===== src/rtl/ky32_demux4x32_reg.sv =====
// ============================================================================
// ky32_demux4x32_reg : registered 1-to-4 distributor for 32-bit words with one
// holding slot per port. Optional broadcast via macro KY32_DEMUX_BCAST_EN.
// Revision: 1.0
// ============================================================================
`default_nettype none

module ky32_demux4x32_reg (
  input  logic        clk,
  input  logic        rst_n,
  input  logic [31:0] in_data,
  input  logic [1:0]  in_sel,
  input  logic        in_bcast,
  input  logic        in_valid,
  output logic        in_ready,
  output logic [31:0] out_data_a,
  output logic [31:0] out_data_b,
  output logic [31:0] out_data_c,
  output logic [31:0] out_data_d,
  output logic [3:0]  out_valid,
  input  logic [3:0]  out_ready,
  output logic [3:0]  occupancy
);

  localparam int unsigned c_NPORT = 4;

  logic [3:0]  full_q;
  logic [3:0]  full_d;
  logic [31:0] data_q [c_NPORT];
  logic [31:0] data_d [c_NPORT];

  logic [3:0]  w_drain;
  logic [3:0]  w_can;
  logic [3:0]  w_load;
  logic        w_bcast;
  logic        w_ready;
  logic        w_acc;

`ifdef KY32_DEMUX_BCAST_EN
  assign w_bcast = in_bcast;
`else
  logic w_unused_bcast;
  assign w_unused_bcast = in_bcast;
  assign w_bcast        = 1'b0;
`endif

  // Ready passes straight through from the consumers so a draining slot can refill on the same edge.
  always_comb begin
    w_drain = full_q & out_ready;
    w_can   = ~full_q | w_drain;
    if (w_bcast) begin
      w_ready = &w_can;
    end else begin
      w_ready = w_can[in_sel];
    end
    in_ready = w_ready & rst_n;
    w_acc    = in_valid & in_ready;
    w_load   = 4'b0000;
    if (w_acc) begin
      if (w_bcast) begin
        w_load = 4'b1111;
      end else begin
        w_load[in_sel] = 1'b1;
      end
    end
  end

  always_comb begin
    full_d = full_q;
    for (int k = 0; k < c_NPORT; k++) begin
      data_d[k] = data_q[k];
      if (w_load[k]) begin
        full_d[k] = 1'b1;
        data_d[k] = in_data;
      end else if (w_drain[k]) begin
        full_d[k] = 1'b0;
      end
    end
  end

  always_ff @(posedge clk or negedge rst_n) begin
    if (!rst_n) begin
      full_q <= 4'b0000;
      for (int k = 0; k < c_NPORT; k++) begin
        data_q[k] <= 32'h0;
      end
    end else begin
      full_q <= full_d;
      for (int k = 0; k < c_NPORT; k++) begin
        data_q[k] <= data_d[k];
      end
    end
  end

  assign out_valid  = full_q;
  assign occupancy  = full_q;
  assign out_data_a = data_q[0];
  assign out_data_b = data_q[1];
  assign out_data_c = data_q[2];
  assign out_data_d = data_q[3];

endmodule

`default_nettype wire

===== config.mk =====
export PLATFORM = sky130hd
export DESIGN_NAME = ky32_demux4x32_reg
export DESIGN_NICKNAME = d
export VERILOG_FILES = /design/src/rtl/ky32_demux4x32_reg.sv
export SDC_FILE = /design/constraint.sdc
export NUM_CORES = 1
export LEC_CHECK = 0
export BUFFER_PORTS_ARGS = -buffer_cell sky130_fd_sc_hd__buf_2
export CORE_MARGIN = 2
export CORE_UTILIZATION = 45
export CTS_CLUSTER_DIAMETER = 200
export DETAILED_ROUTE_END_ITERATION = 8
export GPL_ROUTABILITY_DRIVEN = 0
export PLACE_DENSITY = 0.83
export SLEW_MARGIN = 25
export SYNTH_ARGS = -nofsm -noshare
export SYNTH_HDL_FRONTEND = slang
export SYNTH_SLANG_ARGS = --single-unit

===== constraint.sdc =====
create_clock -name clk -period 1.3 [get_ports clk]
set_input_delay 0.065 -clock clk [delete_from_list [all_inputs] [get_ports clk]]
set_output_delay 0.065 -clock clk [all_outputs]
set_load 0.05 [all_outputs]

# After elaboration in Yosys (flattened, before gate mapping)
# Cells that the tools add are included.
# W data, S select, Z words.
# totals
ff_bits,132
wordCells,33
# classes
mux,13
magnitude_cmp,2
n_bitwise,5
reduce_logical,5
# ops
op,n
$mux W1,10
$reduce_bool A2 Y1,4
$and A4 B4 Y4,1
$mux W4,1
$not A4 Y4,1
$or A4 B4 Y4,1
$lt A2 B3 Y1 const B,1
$and A1 B1 Y1,2
$bmux W1 S2,1
$demux W1 S2,1
$ge A2 B1 Y1 const B,1
$logic_and A1 B1 Y1,1

# Longest topological paths before layout
# depth
ltp_word,8
mapped_depth,5
depth_no_buf,3

# Worst setup path after synthesis
# No wires, ideal clock.
# synth_timing
kind,reg-to-output
start,"register full_q[1], in the netlist occupancy[1]"
end,output in_ready
n_path_buf,0
path_slack_ps,-486
arrival_time_ps,1721
stages_incl_launch_ff,4
cell_sequence,dfrtp_1 or4bb_1 o311ai_0 a21oi_1
# synth_via
elab_chain_cells,5
# synth_rtl
item,line,rtl
from (decl),27,logic [3:0] full_q;
from (signal assigned),88,full_q <= full_d;
$and A4 B4 Y4 / $not A4 Y4 (equally long branches),"49, 50",
$or A4 B4 Y4 *,50,w_can = ~full_q | w_drain;
$bmux W1 S2 *,54,w_ready = w_can[in_sel];
$mux W1 (implied by the code) *,54,
$and A1 B1 Y1 *,56,in_ready = w_ready & rst_n;
to (decl),15,"output logic in_ready,"
# Every way passes the cells marked *; elsewhere a longest branch is shown, timed or not. The select of a mux whose other input is x is not followed.

# Final worst setup path
# Same ends and word-level chain as after synthesis.

==> run summary <==
Status -> complete, but fails checks
Failing checks -> negative hold slack, negative setup slack
Register area share after synthesis -> 0.653
Core area -> 10,900 um2
Clk_lat worst skew -> 0.53 ns
Largest family of logic cells by synthesized area -> multiplexers
Post-synth EDFFs -> 0
1st-iter DRT viols -> 196
Vias per cell -> 5.08
Largest vdd supply drop -> 1220 uV
Die H -> 110 um
# clock sinks -> 132
Top cell type's share of synthesized area -> 0.653
Die area -> 12,100 um2
Drt pass-1 iters -> 6
Tmin final -> 1.72 ns
Post-synth top cells -> dfrtp_1, mux2_2, buf_6, buf_4, mux2_1
Hold depth -> 4
DR WL/cell -> 20.5 um
Async SR Flop Fraction -> 1.00
Post-route cell area -> 7810 um2
Antenna-violating nets left -> 0
CP Launch Type -> flop
Worst Skew -> 0.00622 ns
Worst setup EP type -> primary output
Setup TNS -> -13.61 ns
Crit path DAT -> 1.66 ns
Critical R2R Capture -> out_data_b[13]$_DFFE_PN0P_
Leading area contributor after synthesis -> dfrtp_1
Number of inserted diodes -> 0
Simple logic cell fraction of the synthesized area -> 0.0203
Clock Path Buffers -> 2
Slew @ Worst Pin -> 0.816 ns
Worst setup margin -> -0.424 ns
Pwr/cell area -> 2060 nW/um2
Largest net degree at the start of global routing -> 67
CTS Buf Count -> 17
Clock Root Buffer -> clkbuf_8
H-Tree Depth -> 4
Min Hold Slack -> -0.0293 ns
Cells after Synth -> 298
Synth Area in XOR/XNOR -> 0
Non-filler instance count after layout -> 697
HP Start -> out_ready[2]
Net Count, Synth -> 340
Synthesized area per cell -> 17.0 um2
Required time of the critical path -> 1.24 ns
Max_cap viols -> 0
First-pass GRT wire length -> 22,100 um
Top_reg_cell synth -> dfrtp_1
Clock-pin slew of the registers on the worst-case setup and hold paths -> 0.06 ns
Max-slew violations -> 0
Die X -> 110 um
Rows -> 38
Hold Path Class -> input pin to flop
Mux contribution to synthesized area -> 0.287
P&R area growth vs syn -> 54.6%
Hold buffers post-CTS -> 40
Layout cells sized above 1 -> 0.671
Worst-path fanout max -> 2
Inst Count DP -> 618
Number of global-route vias before repair -> 3,985
Hold Crit Endpoint -> occupancy[2]$_DFFE_PN0P_
Final setup violation count -> 68
Ranking of synthesized cells by area -> dfrtp_1, mux2_2, buf_6, mux2_1, buf_4
Max Clk Rate -> 580 MHz
Initial antenna violation count -> 0
HPWL after detailed placement -> 8560 um
Reg2reg start -> occupancy[1]$_DFFE_PN0P_
Starting Density -> 0.464
GR Overflow Total -> 0
FF-to-FF path depth -> 6
CTS tree -> done
Most common cell in the netlist -> dfrtp_1
Pleak -> 0.00393 uW
FF-to-FF setup slack -> -0.28 ns
Post-synthesis cell area -> 5050 um2
Crit path kind -> flop to primary output
Total GRT Usage -> 0.249
Yosys warning count -> 0
Slew HR -> 0.456
IO Pins -> 179
Final worst-path cycle share -> 1.33
Final hold vios -> 1
Nets -> 589
Synth Area in Adders -> 0
Final wirelength -> 14,300 um
Remaining DRCs -> 0
Via count -> 3,543
Post-synthesis sequential element count -> 132
IO buf count -> 177
Compound-Gate Fraction of Synth Area -> 0.00644
RSZ-0062 raised after global routing -> yes
Placed inst area -> 6470 um2
Synth unique cells -> 22
[state kept, by name, indices dropped and copies added (netlist names)]
register,count
out_data_c,32
out_data_d,32
out_data_b,32
out_data_a,32
occupancy,4
[worst max-delay path: stages (launching register included)]
cell and delay (ns):
dfrtp_2 0.35, or4bb_1 0.43, o311ai_2 0.12, a21oi_2 0.06, buf_6 0.16
[routing by layer]
| metal | wire (um) | global-route usage |
|---|---|---|
| met4 | 378 | 0.103 |
| met3 | 905 | 0.0764 |
| met5 | 0 | 0 |
| met1 | 5580 | 0.294 |
| met2 | 7440 | 0.424 |
[cells in the final DEF (no fill, tap or decap), types with 4 or more instances in the layout]
| cell | instances |
|---|---|
| buf_12 | 12 |
| buf_2 | 167 |
| buf_4 | 8 |
| buf_6 | 11 |
| buf_8 | 5 |
| clkbuf_16 | 16 |
| clkbuf_8 | 4 |
| clkinv_2 | 5 |
| dfrtp_1 | 128 |
| dfrtp_2 | 4 |
| dlygate4sd3_1 | 39 |
| mux2_2 | 35 |
| mux2_4 | 93 |
[power breakdown]
group	switching, uW	internal (uW)
logic	4320	1910
registers	549	5030
clock network	1660	2640
total	6530	9580
[how the worst max path moves through the flow]
stage | from | to | slack, ns | depth (start not counted)
after floorplan | occupancy[2]$_DFFE_PN0P_ | out_data_c[10]$_DFFE_PN0P_ | -0.27 | 4
after global routing | occupancy[1]$_DFFE_PN0P_ | in_ready | -0.50 | 4
final | occupancy[1]$_DFFE_PN0P_ | in_ready | -0.42 | 4
after global placement | occupancy[2]$_DFFE_PN0P_ | out_data_c[29]$_DFFE_PN0P_ | -0.10 | 4
after detailed placement | occupancy[2]$_DFFE_PN0P_ | out_data_c[8]$_DFFE_PN0P_ | -0.18 | 4
after CTS | occupancy[1]$_DFFE_PN0P_ | in_ready | -0.41 | 4
[metrics by stage]
| stage | total power, uW | worst slack, ns | util |
|---|---|---|---|
| after floorplan | 9970 | -0.270 | - |
| after global placement | 11300 | -0.101 | 0.594 |
| after detailed placement | 11500 | -0.179 | 0.594 |
| after CTS | 16100 | -0.411 | 0.712 |
| after global routing | 16700 | -0.495 | 0.718 |
| final | 16100 | -0.424 | 0.718 |
[what timing repair did]
item	4_1_cts	5_1_grt
pin swaps	3	1
endpoints found under the hold margin	264	1
gates resized for setup	59	26
gates cloned	4	0
buffers inserted	5	3
setup endpoints to repair	64	94
[area by class of cell]
type	count	area, um2
sequential	132	3310
clock buffer	23	467
timing repair buffer	247	1810
multi-input combinational	147	1990
fill	680	3070
tap	140	175
clock inverter	6	55.1
inverter	2	7.51
[logic make-up (layout without fill, tap and decap cells)]
| kind of cell | count (synthesis) | in the layout |
|---|---|---|
| flops | 132 | 132 |
| compound gates | 5 | 5 |
| buf+inv | 19 | 278 |
| mux | 129 | 129 |
| simple gates | 13 | 13 |
No activity file was read; power rests on OpenSTA's default activity.
